File: src/rtl/uart_tx_arbiter.sv
// Round-robin arbiter sharing one UART transmitter among NUM_REQ packet sources.
// Define UART_ARB_GAP_EN to insert GAP_CYCLES idle clocks after every packet.
module uart_tx_arbiter #(
  parameter int NUM_REQ    = 4,
  parameter int Word_len   = 8,
  parameter int GAP_CYCLES = 16
) (
  input  logic                                          clk,
  input  logic                                          rst,
  input  logic [NUM_REQ*Word_len-1:0]                   req_data,
  input  logic [NUM_REQ-1:0]                            req_valid,
  input  logic [NUM_REQ-1:0]                            req_last,
  output logic [NUM_REQ-1:0]                            req_ready,
  output logic [Word_len-1:0]                           tx_data,
  output logic                                          tx_data_valid,
  output logic                                          tx_data_last,
  input  logic                                          tx_data_ready,
  output logic                                          grant_valid,
  output logic [((NUM_REQ > 1) ? $clog2(NUM_REQ) : 1)-1:0] grant_id
);

  localparam int GW = (NUM_REQ > 1) ? $clog2(NUM_REQ) : 1;

`ifdef UART_ARB_GAP_EN
  typedef enum logic [1:0] {ARB = 2'd0, XFER = 2'd1, GAP = 2'd2} state_t;
  localparam int GCW = (GAP_CYCLES > 1) ? $clog2(GAP_CYCLES) : 1;
  logic [GCW-1:0] gap_cnt_reg, gap_cnt_next;
`else
  typedef enum logic {ARB = 1'b0, XFER = 1'b1} state_t;
`endif

  state_t        state_reg, state_next;
  logic [GW-1:0] ptr_reg, ptr_next;
  logic [GW-1:0] grant_id_reg, grant_id_next;

  logic [Word_len-1:0] word [NUM_REQ];

  generate
    for (genvar gi = 0; gi < NUM_REQ; gi++) begin : g_unpack
      assign word[gi] = req_data[gi*Word_len +: Word_len];
    end
  endgenerate

  // Rotate the request vector so bit 0 is the requester at ptr; lowest set bit wins.
  logic [NUM_REQ-1:0] valid_rot;
  logic               pick_found;
  logic [GW:0]        pick_off;
  logic [GW:0]        pick_sum;
  logic [GW-1:0]      pick_id;

  assign valid_rot = NUM_REQ'({req_valid, req_valid} >> ptr_reg);

  always_comb begin
    pick_found = 1'b0;
    pick_off   = '0;
    for (int j = NUM_REQ - 1; j >= 0; j--) begin
      if (valid_rot[j]) begin
        pick_found = 1'b1;
        pick_off   = (GW+1)'(j);
      end
    end
    pick_sum = {1'b0, ptr_reg} + pick_off;
    if (pick_sum >= (GW+1)'(NUM_REQ)) begin
      pick_sum = pick_sum - (GW+1)'(NUM_REQ);
    end
    pick_id = pick_sum[GW-1:0];
  end

  logic                gnt_valid;
  logic                gnt_last;
  logic [Word_len-1:0] gnt_data;
  logic                last_xfer;
  logic [GW-1:0]       ptr_after;

  assign gnt_valid = req_valid[grant_id_reg];
  assign gnt_last  = req_last[grant_id_reg];
  assign gnt_data  = word[grant_id_reg];
  assign last_xfer = (state_reg == XFER) && gnt_valid && gnt_last && tx_data_ready;
  assign ptr_after = (grant_id_reg == GW'(NUM_REQ - 1)) ? '0 : grant_id_reg + 1'b1;

  always_ff @(posedge clk) begin
    if (rst) begin
      state_reg    <= ARB;
      ptr_reg      <= '0;
      grant_id_reg <= '0;
`ifdef UART_ARB_GAP_EN
      gap_cnt_reg  <= '0;
`endif
    end else begin
      state_reg    <= state_next;
      ptr_reg      <= ptr_next;
      grant_id_reg <= grant_id_next;
`ifdef UART_ARB_GAP_EN
      gap_cnt_reg  <= gap_cnt_next;
`endif
    end
  end

  always_comb begin
    state_next    = state_reg;
    ptr_next      = ptr_reg;
    grant_id_next = grant_id_reg;
`ifdef UART_ARB_GAP_EN
    gap_cnt_next  = gap_cnt_reg;
`endif
    case (state_reg)
      ARB: begin
        if (pick_found) begin
          state_next    = XFER;
          grant_id_next = pick_id;
        end
      end
      XFER: begin
        // Ownership is released only by an accepted last word.
        if (last_xfer) begin
          ptr_next     = ptr_after;
`ifdef UART_ARB_GAP_EN
          state_next   = GAP;
          gap_cnt_next = '0;
`else
          state_next   = ARB;
`endif
        end
      end
`ifdef UART_ARB_GAP_EN
      GAP: begin
        if (gap_cnt_reg == GCW'(GAP_CYCLES - 1)) begin
          state_next = ARB;
        end else begin
          gap_cnt_next = gap_cnt_reg + 1'b1;
        end
      end
`endif
      default: state_next = ARB;
    endcase
  end

  always_comb begin
    req_ready     = '0;
    tx_data       = '0;
    tx_data_valid = 1'b0;
    tx_data_last  = 1'b0;
    grant_valid   = 1'b0;
    if (state_reg == XFER) begin
      tx_data                 = gnt_data;
      tx_data_valid           = gnt_valid;
      tx_data_last            = gnt_last;
      grant_valid             = 1'b1;
      req_ready[grant_id_reg] = tx_data_ready;
    end
  end

  assign grant_id = grant_id_reg;

endmodule

File: config.mk
export PLATFORM = sky130hd
export DESIGN_NAME = uart_tx_arbiter
export DESIGN_NICKNAME = d
export VERILOG_FILES = /design/src/rtl/uart_tx_arbiter.sv
export SDC_FILE = /design/constraint.sdc
export NUM_CORES = 1
export LEC_CHECK = 0
export BUFFER_PORTS_ARGS = -buffer_cell sky130_fd_sc_hd__buf_2
export CELL_PAD_IN_SITES_DETAIL_PLACEMENT = 0
export CELL_PAD_IN_SITES_GLOBAL_PLACEMENT = 1
export CORE_MARGIN = 1.5
export CORE_UTILIZATION = 23
export CTS_CLUSTER_DIAMETER = 40
export CTS_CLUSTER_SIZE = 24
export DETAILED_ROUTE_END_ITERATION = 8
export PLACE_DENSITY_LB_ADDON = 0.3
export SLEW_MARGIN = 40
export SYNTH_ARGS = -nofsm -noshare
export SYNTH_HDL_FRONTEND = slang
export SYNTH_SLANG_ARGS = --single-unit
File: constraint.sdc
create_clock -name clk -period 1.7 [get_ports clk]
set_clock_uncertainty 0.2 [all_clocks]
set_input_delay 0.085 -clock clk [delete_from_list [all_inputs] [get_ports clk]]
set_output_delay 0.085 -clock clk [all_outputs]
set_load 0.01 [all_outputs]
* Word level (Yosys, flattened, before mapping)
Cells that the tools add are included.
Storage, ports and cells: register bits 5, logic and storage cells 48, input bits 43
Cells by class: mux-type cells 27, bitwise operators 3, shifts and indexed selects 1, eq/ne operators 1, magnitude comparators 4, add/subtract/negate cells 3, reduce and logical (&&, ||, !) cells 6
Operators by type and width (count):
- 8-bit 2-to-1 mux | 3
- 8-bit binary-select mux with 2-bit select | 1
- 1-bit 2-to-1 mux | 12
- 2-bit 2-to-1 mux | 4
- 8-bit by 2-bit right shift with 4-bit output | 1
- 3-bit greater-or-equal comparator (second input constant) | 2
- 3-bit 2-to-1 mux | 2
- 4-bit bitwise AND | 1
- 1-bit binary-select mux with 2-bit select | 2
- 1-bit logical AND | 4
- 4-bit 2-to-1 mux | 1
- 2-bit AND reduction | 2
- 2-bit by 3-bit adder with 3-bit output | 1
- 2-bit by 3-bit less-than comparator with 1-bit output (second input constant) | 1
- 2-bit NOT with 3-bit output | 1
- 2-bit by 1-bit adder with 2-bit output (second input constant) | 1
- 1-bit demux with 2-bit select | 1
- 2-bit equality test (second input constant) | 1
- 2-bit by 1-bit greater-or-equal comparator with 1-bit output (second input constant) | 1
- 1-bit case mux with 2 select lines | 1
- 2-bit by 1-bit subtractor with 2-bit output (second input constant) | 1
- 1-bit NOT | 1

* Depth between registers and ports, before layout
depth after elaboration 8, gate-level depth with buffers 9, mapped depth without buffers 8

* Worst setup path after synthesis
No wires, ideal clock.
path type register -> register, start point register ptr_reg[0], end point register grant_id_reg[1], in the netlist grant_id[1], period minus slack after synthesis 1797 ps, arrival time 1511 ps, required time 1414 ps, stages on the path, launching flop included 8, setup slack -97 ps, path through dfxtp_1 -> buf_2 -> o311a_1 -> o21ai_0 -> ha_1 -> xnor2_1 -> xnor2_1 -> a211oi_1
On the way: word-level cells in the longest chain between the ends 8, elaborated cells between the ends (all ways) 14
RTL lines:
- from (decl) | RTL line 33 | logic [GW-1:0] ptr_reg, ptr_next;
- from (signal assigned) | RTL line 91 | ptr_reg <= ptr_next;
- 8-bit by 2-bit right shift with 4-bit output | RTL line 51 | assign valid_rot = NUM_REQ'({req_valid, req_valid} >> ptr_reg);
- 2-bit 2-to-1 mux (2 in a row) | RTL line 57 | if (valid_rot[j]) begin
- 3-bit 2-to-1 mux (2 in a row) | RTL line 57
- 2-bit by 3-bit adder with 3-bit output | RTL line 62 | pick_sum = {1'b0, ptr_reg} + pick_off;
- 3-bit greater-or-equal comparator or 2-bit by 1-bit subtractor with 2-bit output (tied branches) | RTL line 63, 64
- 2-bit 2-to-1 mux | RTL line 63 | if (pick_sum >= (GW+1)'(NUM_REQ)) begin
- to (signal assigned) | RTL line 92 | grant_id_reg <= grant_id_next;
- to (decl) | RTL line 34 | logic [GW-1:0] grant_id_reg, grant_id_next;
Parallel ways exist; a longest one is shown, timed or not. A chain may end at the register's enable or synchronous reset.

* Final worst setup path
start point register grant_id_reg[0], in the netlist grant_id[0], end point output tx_data_last
On the way: word-level cells in the longest chain between the ends 3
RTL lines:
- 1-bit binary-select mux with 2-bit select | RTL line 76 | assign gnt_last = req_last[grant_id_reg];
- 1-bit 2-to-1 mux (not written as such) | RTL line 76
- 1-bit 2-to-1 mux | RTL line 144 | if (state_reg == XFER) begin
- to (decl) | RTL line 16 | output logic tx_data_last,
No other way between the ends. The select of a mux whose other input is x is not followed.

==> flow_summary.ini <==
[sta]
rsz0062_at_grt = yes
max_freq_mhz = 544
fin_crit_sh_pct = 108
setup_ws_ns = -0.138
fin_crit_ns = 1.84
slew_viol_final = 0
setup-violations-final = 11
relSlewSlack_pct = 77.2
worstMarginPinSlew_ns = 0.342
finalHoldViolations = 0
finalSetupTns_ns = -1.13

[synthesis]
synth_area_per_cell_um2 = 9.70
yosysUniqueCellTypes = 24
syn_area_um2 = 708
syn-num-nets = 121
ys.warnings.count = 0
netlist_instances = 73
synth_seq_area_share_pct = 14.1
ys_ff_latch = 5

[routing]
vias = 868
finalWirelength_um = 2370
via_per_inst = 4.90
drt_iter0_drc = 20
wire_per_inst_um = 13.4
antenna_left = 0
remaining_drc_errors = 0
drtPass1Iterations = 4

[placement]
placed_cell_area_um2 = 1070
place_congestion = 0.844
dp_slack_ns = -0.195
io_buffers = 59
dp_cells = 165
hpwl_um = 1880

[floorplan]
core_area_um2 = 2830
start_util_pct = 25.0
fp-row-count = 19
dieArea_um2 = 3420
io_pins = 60
fp.dieW_um = 58.5
die_h_um = 58.5

[cells_and_area]
regArea_um2 = 110
nNetsFinal = 195
multi_input_comb_area_um2 = 614
fin_area_um2 = 1240
layoutNonFillerInstCount = 177
antenna_cells = 0
fillCellCount = 301
area_growth_pct = 75.8
layout-drive-gt1-share_pct = 69.2
finish.utilization_pct = 44.0

[cts]
cts_tree = yes
htreeDepth = 1
clkLatencyLatePin_ns = 0.25
root_buffer = clkbuf_4
clock_sinks = 5
clock_path_buffers = 2
path_clk_slew_ns = 0.05
cts_buffers = 3

[global_route]
grt_pass1_wl_um = 3430
antenna_found_initial = 0
grt_pass1_vias = 786
gr-total-overflow = 0
gr-usage-all-layers_pct = 12.9
grt_max_degree = 15

[worst_setup_path]
crit_fanout = 4
start_kind = flop
rrSetupSlack_ns = -0.06
r2r_end = ptr_reg[0]$_SDFFE_PP0P_
cp-end-kind = primary output
criticalPathCategory = reg2out
worst_ep_arrival_time_ns = 1.55
r2r_cells = 6
reg2reg_from = grant_id[0]$_SDFFE_PP0P_
critPathRequiredTime_ns = 1.41
worstSetupEndpoint = tx_data_last
crit_start = grant_id[0]$_SDFFE_PP0P_

[power]
irDropWorstVdd_uv = 268
power_density_nw_per_um2 = 547
leakage_nw = 0.630

[run_status]
violations = negative setup slack
status = finished with violations

[job]
max_cap_violations = 0

[hold_path]
worstHoldPathType = in2reg
-- area by class of cell --
| class | count | share of cell area (%) |
|---|---|---|
| multi-input combinational | 60 | 49.3 |
| timing repair buffer | 73 | 35.4 |
| sequential | 5 | 8.84 |
| tap | 31 | 3.12 |
| clock buffer | 4 | 2.11 |
| inverter | 4 | 1.21 |
-- stage by stage --
stage	total power, mW	hold slack, ns
3_5_place_dp	0.469	0.124
5_1_grt	0.731	0.133
3_3_place_gp	0.462	0.119
4_1_cts	0.644	0.0686
6_report	0.681	0.0697
2_1_floorplan	0.331	-0.0500
-- metal layers --
metal / vias up / GRT usage [%] / wire (um)
met4: 0 / 3.99 / 8
met2: 50 / 22.6 / 1190
met3: 2 / 3.96 / 318
met5: - / 0 / 0
li1: 420 / - / -
met1: 396 / 15.0 / 851
-- worst min path at each step --
stage / startpoint / endpoint / slack, ns / cells past startpoint
4_1_cts: tx_data_ready / ptr_reg[1]$_SDFFE_PP0P_ / 0.07 / 4
3_3_place_gp: rst / grant_id[0]$_SDFFE_PP0P_ / 0.12 / 2
6_report: tx_data_ready / ptr_reg[1]$_SDFFE_PP0P_ / 0.07 / 4
5_1_grt: tx_data_ready / ptr_reg[0]$_SDFFE_PP0P_ / 0.13 / 4
3_5_place_dp: rst / grant_id[0]$_SDFFE_PP0P_ / 0.12 / 2
2_1_floorplan: rst / grant_id[0]$_SDFFE_PP0P_ / -0.05 / 1
-- cell usage in the layout (no fill, tap or decap), types with 3 or more instances in the layout --
master and count:
buf_6 6, buf_4 9, and2_1 6, nor2_1 9
clkbuf_4 3, mux4_2 10, buf_2 56, inv_1 3
mux2i_1 4, and2_4 4, ha_1 4, and3_1 4
-- power by group --
part / switching (mW) / total (mW) / internal, mW / leakage, nW
Sequential: 0.0180 / 0.147 / 0.129 / 0.0434
Clock: 0.0560 / 0.145 / 0.0892 / 0.0150
Combinational: 0.159 / 0.389 / 0.230 / 0.572
-- critical path, stage by stage, from the launching register on --
cell	delay, ns
dfxtp_4	0.37
buf_4	0.11
mux4_2	0.53
and2_4	0.16
buf_2	0.13
-- Yosys cell counts, drive strengths merged --
library cell,instances,area [um2]
a21oi,3,15.0
nand3,1,5.00
and3,4,25.0
ha,5,62.6
xnor2,2,17.5
clkbuf,1,3.75
a211oi,2,15.0
mux4,10,233
nor3,2,10.0
mux2i,4,40.0
nand4,1,12.5
and2,10,62.6
o311a,1,10.0
nor4,1,6.26
o21ai,1,5.00
a32oi,1,8.76
nor2,9,33.8
or3,1,6.26
nand2,2,7.51
inv,4,15.0
buf,3,13.8
dfxtp,5,100
-- cells by family (layout without fill, tap and decap cells) --
family                     Yosys count  in the layout  share of synthesized area, %
adders and majority gates            5              5                          8.83
AOI/OAI and AO/OA                    8              8                          7.60
DFF                                  5              5                          14.1
xor gates and xnor gates             2              2                          2.47
buffers and inverters                8             81                          4.59
muxes                               14             14                          38.5
and+or+nand+nor                     31             31                          23.9
-- what timing repair did --
item | in CTS | in global routing
buffers inserted | 3 | 4
resized for setup | 11 | 15
endpoints found under the hold margin | 5 | 0
setup endpoints to repair | 12 | 16
hold buffers | 1 | 0
pin swaps | 11 | 8
Note: power is estimated with default switching activity, not from simulation.
